`config.mk`:
```
export PLATFORM = sky130hd
export DESIGN_NAME = keypad_scan
export DESIGN_NICKNAME = d
export VERILOG_FILES = /design/src/rtl/keypad_scan_pkg.sv /design/src/rtl/keypad_scan_sync_2ff.sv /design/src/rtl/keypad_scan.sv
export SDC_FILE = /design/constraint.sdc
export NUM_CORES = 1
export LEC_CHECK = 0
export CAP_MARGIN = 20
export CORE_ASPECT_RATIO = 0.5
export CORE_MARGIN = 3
export CORE_UTILIZATION = 30
export DETAILED_ROUTE_END_ITERATION = 10
export DONT_BUFFER_PORTS = 1
export GPL_TIMING_DRIVEN = 0
export MAX_ROUTING_LAYER = met4
export SYNTH_ARGS = -nofsm -noshare
export SYNTH_HDL_FRONTEND = slang
export SYNTH_HIERARCHICAL = 1
export SYNTH_SLANG_ARGS = --single-unit
```
`constraint.sdc`:
```
create_clock -name clk -period 2.51 [get_ports clk]
set_input_delay 0.251 -clock clk [delete_from_list [all_inputs] [get_ports clk]]
set_output_delay 0.251 -clock clk [all_outputs]
set_load 0.005 [all_outputs]
```
`src/rtl/keypad_scan_pkg.sv`:
```
`default_nettype none
// ============================================================================
//  Module   : keypad_scan_pkg
//  Brief    : Shared state encodings, key codes and column helpers for the
//             vending-machine keypad scanner.
//  Revision : 1.0  initial release
// ============================================================================
package keypad_scan_pkg;

    typedef enum logic [1:0] {
        ST_SCAN     = 2'd0,
        ST_DEBOUNCE = 2'd1,
        ST_PRESSED  = 2'd2,
        ST_RELEASE  = 2'd3
    } state_t;

    // Key codes are {row_idx, col_idx}; these name the dedicated coin/aisle keys.
    localparam logic [3:0] KEY_COIN_5   = 4'h3;
    localparam logic [3:0] KEY_COIN_10  = 4'h7;
    localparam logic [3:0] KEY_CANCEL   = 4'hB;
    localparam logic [3:0] KEY_ENTER    = 4'hF;
    localparam logic [3:0] KEY_AISLE_A  = 4'hC;
    localparam logic [3:0] KEY_AISLE_B  = 4'hD;

    // Exactly one active-low column asserted.
    function automatic logic single_zero(input logic [3:0] cols);
        logic [3:0] w_low;
        w_low = ~cols;
        return (w_low != 4'd0) && ((w_low & (w_low - 4'd1)) == 4'd0);
    endfunction

    function automatic logic [1:0] zero_index(input logic [3:0] cols);
        logic [1:0] w_idx;
        w_idx = 2'd0;
        for (int i = 3; i >= 0; i--) begin
            if (!cols[i]) w_idx = 2'(i);
        end
        return w_idx;
    endfunction

endpackage
`default_nettype wire

```
`src/rtl/keypad_scan_sync_2ff.sv`:
```
`default_nettype none
// ============================================================================
//  Module   : sync_2ff
//  Brief    : Two-flop synchroniser, resets to all ones (idle pulled-up level).
//  Revision : 1.0  initial release
// ============================================================================
module sync_2ff #(
    parameter int WIDTH = 4
) (
    input  logic             clk,
    input  logic             rst,
    input  logic [WIDTH-1:0] d,
    output logic [WIDTH-1:0] q
);

    logic [WIDTH-1:0] r_meta;
    logic [WIDTH-1:0] r_sync;

    always_ff @(posedge clk or posedge rst) begin
        if (rst) begin
            r_meta <= '1;
            r_sync <= '1;
        end else begin
            r_meta <= d;
            r_sync <= r_meta;
        end
    end

    assign q = r_sync;

endmodule
`default_nettype wire

```
`src/rtl/keypad_scan.sv`:
```
`default_nettype none
// ============================================================================
//  Module   : keypad_scan
//  Brief    : 4x4 matrix keypad scanner with tick-based debounce; one key_valid
//             pulse per accepted press, key_held until release is debounced.
//  Revision : 1.0  initial release
// ============================================================================
module keypad_scan
    import keypad_scan_pkg::*;
#(
    parameter int SCAN_DIV       = 50000,
    parameter int DEBOUNCE_TICKS = 4
) (
    input  logic       clk,
    input  logic       rst,
    input  logic [3:0] col,
    output logic [3:0] row,
    output logic [3:0] key_code,
    output logic       key_valid,
    output logic       key_held
);

    localparam int DIV_W = (SCAN_DIV > 1) ? $clog2(SCAN_DIV) : 1;
    localparam int CNT_W = $clog2(DEBOUNCE_TICKS + 1);
    localparam logic [DIV_W-1:0] DIV_LAST = DIV_W'(SCAN_DIV - 1);
    localparam logic [CNT_W-1:0] CNT_ONE  = CNT_W'(1);
    localparam logic [CNT_W-1:0] CNT_DONE = CNT_W'(DEBOUNCE_TICKS);
    localparam logic             SINGLE   = (DEBOUNCE_TICKS == 1);

    logic [DIV_W-1:0] r_div;
    logic             w_tick;
    logic [3:0]       w_col_s;

    state_t           r_state,    w_state_nxt;
    logic [1:0]       r_row_idx,  w_row_idx_nxt;
    logic [CNT_W-1:0] r_cnt,      w_cnt_nxt;
    logic [3:0]       r_latched,  w_latched_nxt;
    logic [3:0]       r_key_code, w_key_code_nxt;
    logic             r_valid,    w_valid_nxt;
    logic             r_held,     w_held_nxt;
    logic [3:0]       r_row;

    sync_2ff #(.WIDTH(4)) u_col_sync (
        .clk (clk),
        .rst (rst),
        .d   (col),
        .q   (w_col_s)
    );

    assign w_tick = (r_div == DIV_LAST);

    always_ff @(posedge clk or posedge rst) begin
        if (rst)         r_div <= '0;
        else if (w_tick) r_div <= '0;
        else             r_div <= r_div + 1'b1;
    end

    always_ff @(posedge clk or posedge rst) begin
        if (rst) begin
            r_state    <= ST_SCAN;
            r_row_idx  <= 2'd0;
            r_cnt      <= '0;
            r_latched  <= 4'hF;
            r_key_code <= 4'd0;
            r_valid    <= 1'b0;
            r_held     <= 1'b0;
            r_row      <= 4'b1110;
        end else begin
            r_state    <= w_state_nxt;
            r_row_idx  <= w_row_idx_nxt;
            r_cnt      <= w_cnt_nxt;
            r_latched  <= w_latched_nxt;
            r_key_code <= w_key_code_nxt;
            r_valid    <= w_valid_nxt;
            r_held     <= w_held_nxt;
            r_row      <= ~(4'b0001 << w_row_idx_nxt);
        end
    end

    always_comb begin
        w_state_nxt    = r_state;
        w_row_idx_nxt  = r_row_idx;
        w_cnt_nxt      = r_cnt;
        w_latched_nxt  = r_latched;
        w_key_code_nxt = r_key_code;
        w_valid_nxt    = 1'b0;
        w_held_nxt     = r_held;

        if (w_tick) begin
            case (r_state)
                ST_SCAN: begin
                    if (single_zero(w_col_s)) begin
                        w_latched_nxt = w_col_s;
                        if (SINGLE) begin
                            w_state_nxt    = ST_PRESSED;
                            w_key_code_nxt = {r_row_idx, zero_index(w_col_s)};
                            w_valid_nxt    = 1'b1;
                            w_held_nxt     = 1'b1;
                            w_cnt_nxt      = '0;
                        end else begin
                            w_state_nxt = ST_DEBOUNCE;
                            w_cnt_nxt   = CNT_ONE;
                        end
                    end else begin
                        // Idle row or ghosted multi-key: move on either way.
                        w_row_idx_nxt = r_row_idx + 2'd1;
                    end
                end

                ST_DEBOUNCE: begin
                    if (w_col_s == r_latched) begin
                        if (r_cnt + CNT_ONE == CNT_DONE) begin
                            w_state_nxt    = ST_PRESSED;
                            w_key_code_nxt = {r_row_idx, zero_index(r_latched)};
                            w_valid_nxt    = 1'b1;
                            w_held_nxt     = 1'b1;
                            w_cnt_nxt      = '0;
                        end else begin
                            w_cnt_nxt = r_cnt + CNT_ONE;
                        end
                    end else begin
                        w_state_nxt = ST_SCAN;
                        w_cnt_nxt   = '0;
                    end
                end

                ST_PRESSED: begin
                    if (w_col_s == 4'hF) begin
                        if (SINGLE) begin
                            w_state_nxt   = ST_SCAN;
                            w_held_nxt    = 1'b0;
                            w_row_idx_nxt = r_row_idx + 2'd1;
                            w_cnt_nxt     = '0;
                        end else begin
                            w_state_nxt = ST_RELEASE;
                            w_cnt_nxt   = CNT_ONE;
                        end
                    end
                end

                ST_RELEASE: begin
                    if (w_col_s == 4'hF) begin
                        if (r_cnt + CNT_ONE == CNT_DONE) begin
                            w_state_nxt   = ST_SCAN;
                            w_held_nxt    = 1'b0;
                            w_row_idx_nxt = r_row_idx + 2'd1;
                            w_cnt_nxt     = '0;
                        end else begin
                            w_cnt_nxt = r_cnt + CNT_ONE;
                        end
                    end else begin
                        // Bounce back to held without a fresh key_valid.
                        w_state_nxt = ST_PRESSED;
                        w_cnt_nxt   = '0;
                    end
                end

                default: begin
                    w_state_nxt = ST_SCAN;
                    w_cnt_nxt   = '0;
                end
            endcase
        end
    end

    assign row       = r_row;
    assign key_code  = r_key_code;
    assign key_valid = r_valid;
    assign key_held  = r_held;

endmodule
`default_nettype wire

```
==> results of run 1 <==
layout make-up:
cell class,instances,area (um2),share of cell area
Clock buffer,7,143,0.0547
Buffer,4,31.3,0.0120
Clock inverter,1,30.0,0.0115
Inverter,11,41.3,0.0158
Timing Repair Buffer,4,40.0,0.0153
Sequential cell,45,1140,0.439
Tap cell,92,115,0.0441
Multi-Input combinational cell,135,1060,0.408
stage by stage:
stage,power (W),util,area (um2),cells,hold slack (ns)
floorplan,0.000785,-,2280,195,0.255
global placement,0.000792,0.342,2400,287,0.256
detailed placement,0.000793,0.342,2400,287,0.256
CTS,0.00155,0.372,2610,299,0.0245
global route,0.00158,0.372,2610,299,0.0533
finish,0.00153,0.372,2610,299,-0.0123
logic make-up (layout without fill, tap and decap cells):
logic type	count (synthesis)	after routing	share of synthesized area
simple gates	76	76	0.217
compound gates	22	22	0.0757
flops	45	45	0.502
buf+inv	15	27	0.0318
xor+xnor	19	19	0.0730
mux	10	10	0.0565
fa+ha+maj	8	8	0.0439
registers in the layout, summed over array words and instances (netlist names):
| name | count |
|---|---|
| key_code | 4 |
| r_latched | 4 |
| r_state | 2 |
| key_held | 1 |
| r_cnt | 3 |
| r_div | 16 |
| key_valid | 1 |
| u_col_sync/r_meta | 4 |
| row | 4 |
| r_row_idx | 2 |
| u_col_sync/q | 4 |
path summary, 6_finish.rpt:
path / startpoint / end / slack [ns] / depth (start not counted)
max in group asynchronous: rst / key_held$_DFFE_PP0P_ / 2.03 / 1
min in group clk: u_col_sync/r_meta[1]$_DFF_PP1_ / u_col_sync/q[1]$_DFF_PP1_ / 0.35 / 0
worst max register to register: r_state[0]$_DFFE_PP0P_ / r_row_idx[0]$_DFF_PP0_ / 0.49 / 7
worst min register to register: u_col_sync/r_meta[1]$_DFF_PP1_ / u_col_sync/q[1]$_DFF_PP1_ / 0.35 / 0
worst min-delay path: rst / r_div[13]$_DFF_PP0_ / -0.01 / 1
worst max-delay path: r_state[0]$_DFFE_PP0P_ / r_row_idx[0]$_DFF_PP0_ / 0.49 / 7
synth_stat cells (2+ instances only):
master / n / area (um2)
a21oi_1: 4 / 20.0
and3_1: 2 / 12.5
and4_1: 2 / 17.5
and4b_1: 2 / 20.0
buf_6: 2 / 22.5
dfrtp_1: 30 / 751
dfstp_2: 15 / 394
ha_1: 8 / 100
inv_1: 11 / 41.3
mux2_1: 3 / 33.8
mux2_4: 5 / 75.1
mux2i_1: 2 / 20.0
nand2_1: 14 / 52.6
nand2b_1: 2 / 12.5
nand3_1: 11 / 55.1
nand4_1: 6 / 37.5
nand4b_1: 2 / 17.5
nor2_1: 16 / 60.1
nor2b_1: 3 / 18.8
nor3_1: 3 / 15.0
nor4b_4: 2 / 47.6
o2111ai_2: 2 / 30.0
o21ai_0: 5 / 25.0
o21ai_1: 2 / 10.0
xnor2_1: 7 / 61.3
xor2_1: 12 / 105
power groups by stage:
stage	Combinational (W)	Clock [W]	Sequential (W)
floorplan	0.0000312	0	0.000753
global placement	0.0000371	0	0.000755
detailed placement	0.0000380	0	0.000755
CTS	0.0000432	0.000762	0.000743
global route	0.0000476	0.000793	0.000743
finish	0.0000419	0.000746	0.000743
timing repair:
item / CTS / global route
setup buffers: 0 / 0
endpoints found under the setup margin: 0 / 0
hold buffers: 4 / 0
hold endpoints to repair: 4 / 0
gates resized for setup: 0 / 0
layer usage:
layer / share of wire / vias to the layer above / wire, um
li1: - / 699 / -
met1: 0.48 / 694 / 1780
met2: 0.49 / 13 / 1820
met3: 0.019 / 3 / 71
met4: 0.0068 / 0 / 25
met5: 0 / - / 0
==> impl_metrics.csv, run 1 <==
group,metric,value,unit
placement,hpwl,2.76,mm
pwr,clock_power_share,0.488,
global_route,grt_max_degree,38,
drt,wl_per_cell,12.4,um
drt,drc,0,
timing,setup_violations,0,
floorplan,rows,21,
clock_tree,clockBufferDepth,2,
timing,period_share,0.804,
layout,nNetsFinal,220,
setup_path,worstSetupPathType,"flip-flop to flip-flop",
pwr,swShare,0.184,
placement,place_congestion,0.789,
logic_synthesis,avgSynthCellArea,11.7,um2
pwr,seqPwrFrac,0.485,
pwr,p_leak,1.11,nW
setup_path,critPathSlowestCell,"a221oi_2",
logic_synthesis,synthArstFlopShare,1.00,
global_route,grt_use_met3,0.0205,
layout,final_common_cell,"dfrtp_1",
layout,most-common-layout-cells,"30 x dfrtp_1, 16 x nor2_1, 15 x dfstp_2, 14 x nand2_1, 12 x xor2_1",
layout,antenna_cells,0,
timing,tightest_slew,0.762,ns
floorplan,dieWidth,129,um
global_route,grt_pass1_wl,6.44,mm
logic_synthesis,synth_flop_cell,"dfrtp_1",
logic_synthesis,ys_warn_count,6,
drt,wl,3.70,mm
setup_path,cp_top_family,"simple AND/OR/NAND/NOR gates",
clock_tree,path_clk_slew,0.06,ns
logic_synthesis,synth_cell_type_count,48,
timing,finalCriticalPeriod,2.02,ns
setup_path,crit_fanout,5,
global_route,antenna_found_initial,0,
clock_tree,cts_buffers,5,
layout,area_growth,14.4,%
layout,fillers,669,
drt,dr.pass1.iters,4,
drt,drt.antenna.violating_nets,0,
setup_path,critPathArrivalTime,2.17,ns
outcome,status,"finished with violations",
floorplan,die_area,0.00875,mm2
timing,finalMaxSlewViolations,0,
logic_synthesis,netlist_instances,195,
floorplan,ios,16,
outcome,violations,"negative hold slack",
layout,drive_gt1_frac,0.227,
clock_tree,clock_latency,0.28,ns
timing,finClkSkew,0.00883,ns
logic_synthesis,synth_edf_count,0,
hold_path,hold_path_class,"input port to asynchronous set/reset pin",
timing,rsz0062_at_grt,"no",
floorplan,core_region_area,0.00702,mm2
floorplan,die_y,67.7,um
timing,fmax,496,MHz
placement,place_ws,0.493,ns
setup_path,critPathLaunchType,"flip-flop",
clock_tree,numClockSinks,45,
pwr,max-vdd-ir-drop,0.000396,V
flow_run,drv_cap,0,
global_route,use_met1,0.111,
global_route,gr-max-usage-layer,"met2",
setup_path,endpoint_kind,"flip-flop",
setup_path,worstPathRequired,2.66,ns
global_route,overflow,0,
timing,tns,0,ns
logic_synthesis,synth_seq_cells,45,
clock_tree,cts_tree,"yes",
pwr,p_switching,0.000282,W
global_route,grt_use_met2,0.166,
setup_path,max_stage_delay,0.38,ns
placement,portBuffers,0,
pwr,power_frac_comb,0.027,
clock_tree,cts-root-buf,"clkbuf_16",
floorplan,initial_core_util,0.325,
global_route,track_usage,0.0955,
logic_synthesis,syn-cell-area,0.00228,mm2
setup_path,crit_buf_inv,1,
timing,maxSlewHeadroom,0.491,
pwr,power_density,587,mW/mm2
timing,whs,-0.0123,ns
pwr,p_int,0.00125,W
global_route,grt_pass1_vias,1400,
logic_synthesis,yosysSeqAreaShare,0.502,
logic_synthesis,syn_nets,209,
clock_tree,cts_htree_levels,2,
drt,drt_iter0_markers,61,
drt,via_count,1409,
timing,hold_viol,25,
drt,routed_via_density,4.71,
setup_path,cp_cell_sequence,"inv_1, ha_1, and4b_1, nand4_1, a221oi_2, nand2b_1, o21ai_0",
timing,worst_slack,0.492,ns
Power figures use the tool's default switching activity.
==> run 2, diff against run 1 <==
Clock period 2.51 ns to 1.7 ns, I/O delays scaled along.
==> impl_metrics.csv, run 2 (synthesis gave the netlist of run 1 again) <==
group,metric,value,unit
layout,final_core_util,0.406,
timing,finalCriticalPeriod,1.87,ns
floorplan,die_y,67.7,um
timing,setup_violations,13,
setup_path,critPathLaunchType,"flip-flop",
setup_path,crit_fanout,5,
layout,drive_gt1_frac,0.365,
drt,routed_via_density,4.73,
global_route,grt_max_degree,38,
layout,largest-register,"r_div",
drt,drt_iter0_markers,86,
pwr,seqPwrFrac,0.480,
drt,wl_per_cell,13.6,um
clock_tree,cts_htree_levels,2,
layout,antenna_cells,0,
global_route,antenna_found_initial,0,
clock_tree,path_clk_slew,0.06,ns
setup_path,critPathArrivalTime,2.02,ns
floorplan,rows,21,
floorplan,ios,16,
global_route,grt_pass1_wl,7.39,mm
clock_tree,numClockSinks,45,
placement,portBuffers,0,
outcome,violations,"negative setup slack",
drt,wl,4.28,mm
pwr,swShare,0.194,
placement,place_ws,-0.282,ns
layout,area_growth,24.8,%
clock_tree,cts_buffers,5,
placement,place_congestion,0.803,
timing,worst_slack,-0.167,ns
hold_path,hold_path_class,"flip-flop to flip-flop",
floorplan,initial_core_util,0.325,
clock_tree,clockBufferDepth,2,
floorplan,core_region_area,0.00702,mm2
floorplan,dieWidth,129,um
timing,tightest_slew,0.780,ns
pwr,p_leak,1.20,nW
setup_path,worstSetupPathType,"flip-flop to flip-flop",
floorplan,die_area,0.00875,mm2
layout,nNetsFinal,235,
timing,tns,-1.27,ns
timing,finalMaxSlewViolations,0,
timing,finClkSkew,0.00424,ns
global_route,track_usage,0.109,
clock_tree,clock_latency,0.28,ns
clock_tree,cts_tree,"yes",
layout,most-common-layout-cells,"28 x dfrtp_1, 16 x nor2_1, 15 x dfstp_2, 13 x nand2_1, 12 x buf_4",
pwr,power_frac_comb,0.031,
drt,dr.pass1.iters,4,
global_route,overflow,0,
setup_path,worstPathRequired,1.85,ns
flow_run,drv_cap,0,
drt,drt.antenna.violating_nets,0,
outcome,status,"finished with violations",
timing,maxSlewHeadroom,0.479,
pwr,clock_power_share,0.489,
placement,hpwl,2.74,mm
timing,hold_viol,0,
timing,rsz0062_at_grt,"yes",
pwr,p_switching,0.000444,W
pwr,p_int,0.00185,W
timing,fmax,536,MHz
clock_tree,cts-root-buf,"clkbuf_16",
timing,period_share,1.10,
pwr,power_density,805,mW/mm2
layout,largest_register_ffs,16,
drt,via_count,1486,
global_route,grt_pass1_vias,1512,
layout,fillers,646,
pwr,max-vdd-ir-drop,0.000457,V
setup_path,endpoint_kind,"flip-flop",
layout,final_common_cell,"dfrtp_1",
drt,drc,0,
run 2: changes by cell type in the layout (fill, tap and decap cells not counted), moves of 2 or more:
cell     previous run  this run
dfrtp_2             0         2
ha_4                0         2
dfrtp_1            30        28
xor2_1             12         9
o21ai_1             2         5
inv_2               1         3
xor2_2              0         3
o21ai_0             5         2
inv_1              10         8
ha_1                8         5
buf_4               0        12
buf_6               2         4
run 2: cell type report:
| class | count | area (um2) | area share |
|---|---|---|---|
| sequential | 45 | 1150 | 0.403 |
| buffer | 3 | 26.3 | 0.00923 |
| inverter | 11 | 41.3 | 0.0145 |
| tap | 92 | 115 | 0.0404 |
| clock inverter | 2 | 37.5 | 0.0132 |
| timing repair buffer | 19 | 163 | 0.0571 |
| clock buffer | 6 | 139 | 0.0488 |
| multi-input combinational | 136 | 1180 | 0.414 |
run 2: power groups by stage:
| stage | combinational [W] | clock [W] | sequential [W] |
|---|---|---|---|
| after floorplan | 0.0000469 | 0 | 0.00111 |
| after global placement | 0.0000557 | 0 | 0.00111 |
| after detailed placement | 0.0000577 | 0 | 0.00111 |
| after CTS | 0.0000705 | 0.00115 | 0.00110 |
| after global routing | 0.0000801 | 0.00120 | 0.00110 |
| final | 0.0000714 | 0.00112 | 0.00110 |
run 2: per-layer routing:
layer | vias to the layer above | global-route usage | routed length [um]
met4 | 0 | 0.0340 | 73
met2 | 27 | 0.173 | 2010
met3 | 8 | 0.0229 | 123
met5 | - | - | 0
met1 | 717 | 0.143 | 2080
li1 | 734 | - | -
run 2: critical path: stages (launching register included):
cell	delay, ns
dfrtp_1	0.39
inv_2	0.09
ha_4	0.20
and4b_1	0.24
nand4_1	0.20
a221oi_4	0.35
nand2b_4	0.21
o21ai_1	0.06
run 2: what timing repair did:
item	in CTS	in global routing
setup buffers	11	3
pin swaps	7	4
gates cloned	1	0
resized for setup	14	13
setup endpoints to repair	18	20
endpoints found under the hold margin	42	0
hold buffers	5	0
run 2: worst paths after layout:
| path | endpoint | slack [ns] | cells past startpoint | startpoint |
|---|---|---|---|---|
| hold reg to reg | u_col_sync/q[1]$_DFF_PP1_ | 0.36 | 0 | u_col_sync/r_meta[1]$_DFF_PP1_ |
| max in group asynchronous | r_div[12]$_DFF_PP0_ | 0.64 | 2 | rst |
| min in group asynchronous | r_div[3]$_DFF_PP0_ | 0.52 | 2 | rst |
| hold / removal | u_col_sync/q[1]$_DFF_PP1_ | 0.36 | 0 | u_col_sync/r_meta[1]$_DFF_PP1_ |
| setup reg to reg | r_row_idx[0]$_DFF_PP0_ | -0.17 | 7 | r_state[0]$_DFFE_PP0P_ |
| setup / recovery | r_row_idx[0]$_DFF_PP0_ | -0.17 | 7 | r_state[0]$_DFFE_PP0P_ |
run 2: stage by stage:
step	instance area (um2)	hold WS [ns]	power, W	cells
3_5_place_dp	2410	0.175	0.00117	287
2_1_floorplan	2290	0.174	0.00116	195
4_1_cts	2770	0.357	0.00232	311
6_report	2850	0.357	0.00229	314
3_3_place_gp	2410	0.175	0.00117	287
5_1_grt	2850	0.361	0.00239	314
==> run 3, diff against run 2 <==
Settings changed: SKIP_CTS_REPAIR_TIMING set to 1.
==> impl_metrics.csv, run 3 (synthesis gave the netlist of run 1 again) <==
group,metric,value,unit
hold_path,hold_path_class,"flip-flop to flip-flop",
floorplan,ios,16,
global_route,grt_max_degree,38,
pwr,power,0.00229,W
global_route,track_usage,0.0962,
timing,finClkSkew,0.00474,ns
timing,setup_violations,17,
drt,drt_iter0_markers,61,
drt,via_count,1473,
drt,wl_per_cell,13.1,um
timing,finalMaxSlewViolations,0,
layout,final_core_util,0.400,
timing,finalCriticalPeriod,1.90,ns
layout,nNetsFinal,231,
pwr,p_switching,0.000441,W
floorplan,rows,21,
global_route,grt_pass1_wl,6.49,mm
clock_tree,cts-root-buf,"clkbuf_16",
floorplan,initial_core_util,0.325,
layout,fin_cells,310,
layout,antenna_cells,0,
pwr,p_int,0.00185,W
placement,place_inst,287,
pwr,power_frac_comb,0.034,
setup_path,worstSetupPathType,"flip-flop to flip-flop",
setup_path,crit_fanout,5,
placement,portBuffers,0,
drt,wl,4.07,mm
setup_path,r2r_slack,-0.20,ns
flow_run,drv_cap,0,
layout,largest_register_ffs,16,
clock_tree,clockBufferDepth,2,
timing,period_share,1.12,
floorplan,dieWidth,129,um
setup_path,cp_cell_sequence,"inv_2, ha_4, and4b_1, nand4_1, a221oi_4, nand2b_4, o31a_1",
hold_path,min_to,"u_col_sync/q[1]$_DFF_PP1_",
drt,routed_via_density,4.75,
floorplan,die_area,0.00875,mm2
layout,final_common_cell,"dfrtp_1",
layout,largest-register,"r_div",
drt,drt.antenna.violating_nets,0,
floorplan,die_y,67.7,um
layout,drive_gt1_frac,0.339,
global_route,overflow,0,
timing,hold_viol,0,
setup_path,critPathArrivalTime,2.12,ns
pwr,power_density,817,mW/mm2
setup_path,r2r_end,"row[1]$_DFF_PP1_",
floorplan,core_region_area,0.00702,mm2
pwr,max-vdd-ir-drop,0.000428,V
drt,drc,0,
clock_tree,path_clk_slew,0.06,ns
clock_tree,clock_latency,0.28,ns
layout,most-common-layout-cells,"29 x dfrtp_1, 16 x nor2_1, 15 x dfstp_2, 14 x nand2_1, 11 x nand3_1",
placement,place_congestion,0.803,
timing,tightest_slew,0.778,ns
setup_path,critPathSlowestCell,"dfrtp_1",
pwr,seqPwrFrac,0.480,
hold_path,whs_path_depth,0,
timing,maxSlewHeadroom,0.481,
setup_path,critPathLaunchType,"flip-flop",
setup_path,endpoint_kind,"flip-flop",
placement,hpwl,2.74,mm
setup_path,r2r_cells,7,
clock_tree,cts_buffers,5,
global_route,antenna_found_initial,0,
setup_path,worstPathRequired,1.92,ns
drt,dr.pass1.iters,4,
pwr,clock_power_share,0.486,
setup_path,max_stage_delay,0.42,ns
global_route,grt_pass1_vias,1356,
pwr,swShare,0.192,
clock_tree,numClockSinks,45,
timing,rsz0062_at_grt,"yes",
setup_path,crit_buf_inv,1,
outcome,violations,"negative setup slack",
clock_tree,cts_htree_levels,2,
layout,area_growth,23.0,%
setup_path,r2r_start,"r_state[1]$_DFFE_PP0P_",
pwr,p_leak,1.18,nW
placement,place_ws,-0.282,ns
hold_path,worstHoldStart,"u_col_sync/r_meta[1]$_DFF_PP1_",
outcome,status,"finished with violations",
timing,fmax,526,MHz
clock_tree,cts_tree,"yes",
setup_path,cp_top_family,"simple AND/OR/NAND/NOR gates",
timing,worst_slack,-0.201,ns
[run 3: power groups by stage]
| stage | Combinational, W | Sequential [W] | Clock, W |
|---|---|---|---|
| floorplan | 0.0000469 | 0.00111 | 0 |
| global placement | 0.0000557 | 0.00111 | 0 |
| detailed placement | 0.0000577 | 0.00111 | 0 |
| CTS | 0.0000581 | 0.00110 | 0.00115 |
| global route | 0.0000860 | 0.00110 | 0.00120 |
| finish | 0.0000770 | 0.00110 | 0.00112 |
[run 3: final cells by class]
type	count	area (um2)
well taps	92	115
plain buffers	3	26.3
inverters	11	41.3
fillers	646	4210
clock inverters	2	37.5
multi-input cells	136	1180
repair buffers	15	125
flip-flops and latches	45	1150
clock buffers	6	139
[run 3: stage by stage]
| step | TNS [ns] | hold WS (ns) | area [um2] |
|---|---|---|---|
| global route | -3.40 | 0.361 | 2810 |
| global placement | -2.06 | 0.175 | 2410 |
| CTS | -2.87 | -0.124 | 2580 |
| floorplan | -0.0237 | 0.174 | 2290 |
| detailed placement | -2.61 | 0.175 | 2410 |
| finish | -1.99 | 0.357 | 2810 |
[run 3: routing by layer]
layer / vias up / wire [um] / share of wire / GRT usage
met5: - / 0 / 0 / -
met4: 0 / 41 / 0.010 / 0.0275
met3: 4 / 133 / 0.033 / 0.0221
met2: 25 / 1900 / 0.47 / 0.150
met1: 718 / 2000 / 0.49 / 0.126
li1: 726 / - / - / -
[run 3: worst max-delay path by stage]
| stage | endpoint | cells past startpoint | startpoint | slack (ns) |
|---|---|---|---|---|
| after detailed placement | r_row_idx[0]$_DFF_PP0_ | 7 | r_state[0]$_DFFE_PP0P_ | -0.28 |
| after CTS | r_row_idx[0]$_DFF_PP0_ | 7 | r_state[0]$_DFFE_PP0P_ | -0.31 |
| after global placement | r_row_idx[0]$_DFF_PP0_ | 7 | r_state[0]$_DFFE_PP0P_ | -0.23 |
| final | row[1]$_DFF_PP1_ | 7 | r_state[1]$_DFFE_PP0P_ | -0.20 |
| after floorplan | r_state[1]$_DFFE_PP0P_ | 6 | u_col_sync/q[0]$_DFF_PP1_ | -0.01 |
| after global routing | row[3]$_DFF_PP1_ | 7 | r_state[1]$_DFFE_PP0P_ | -0.29 |
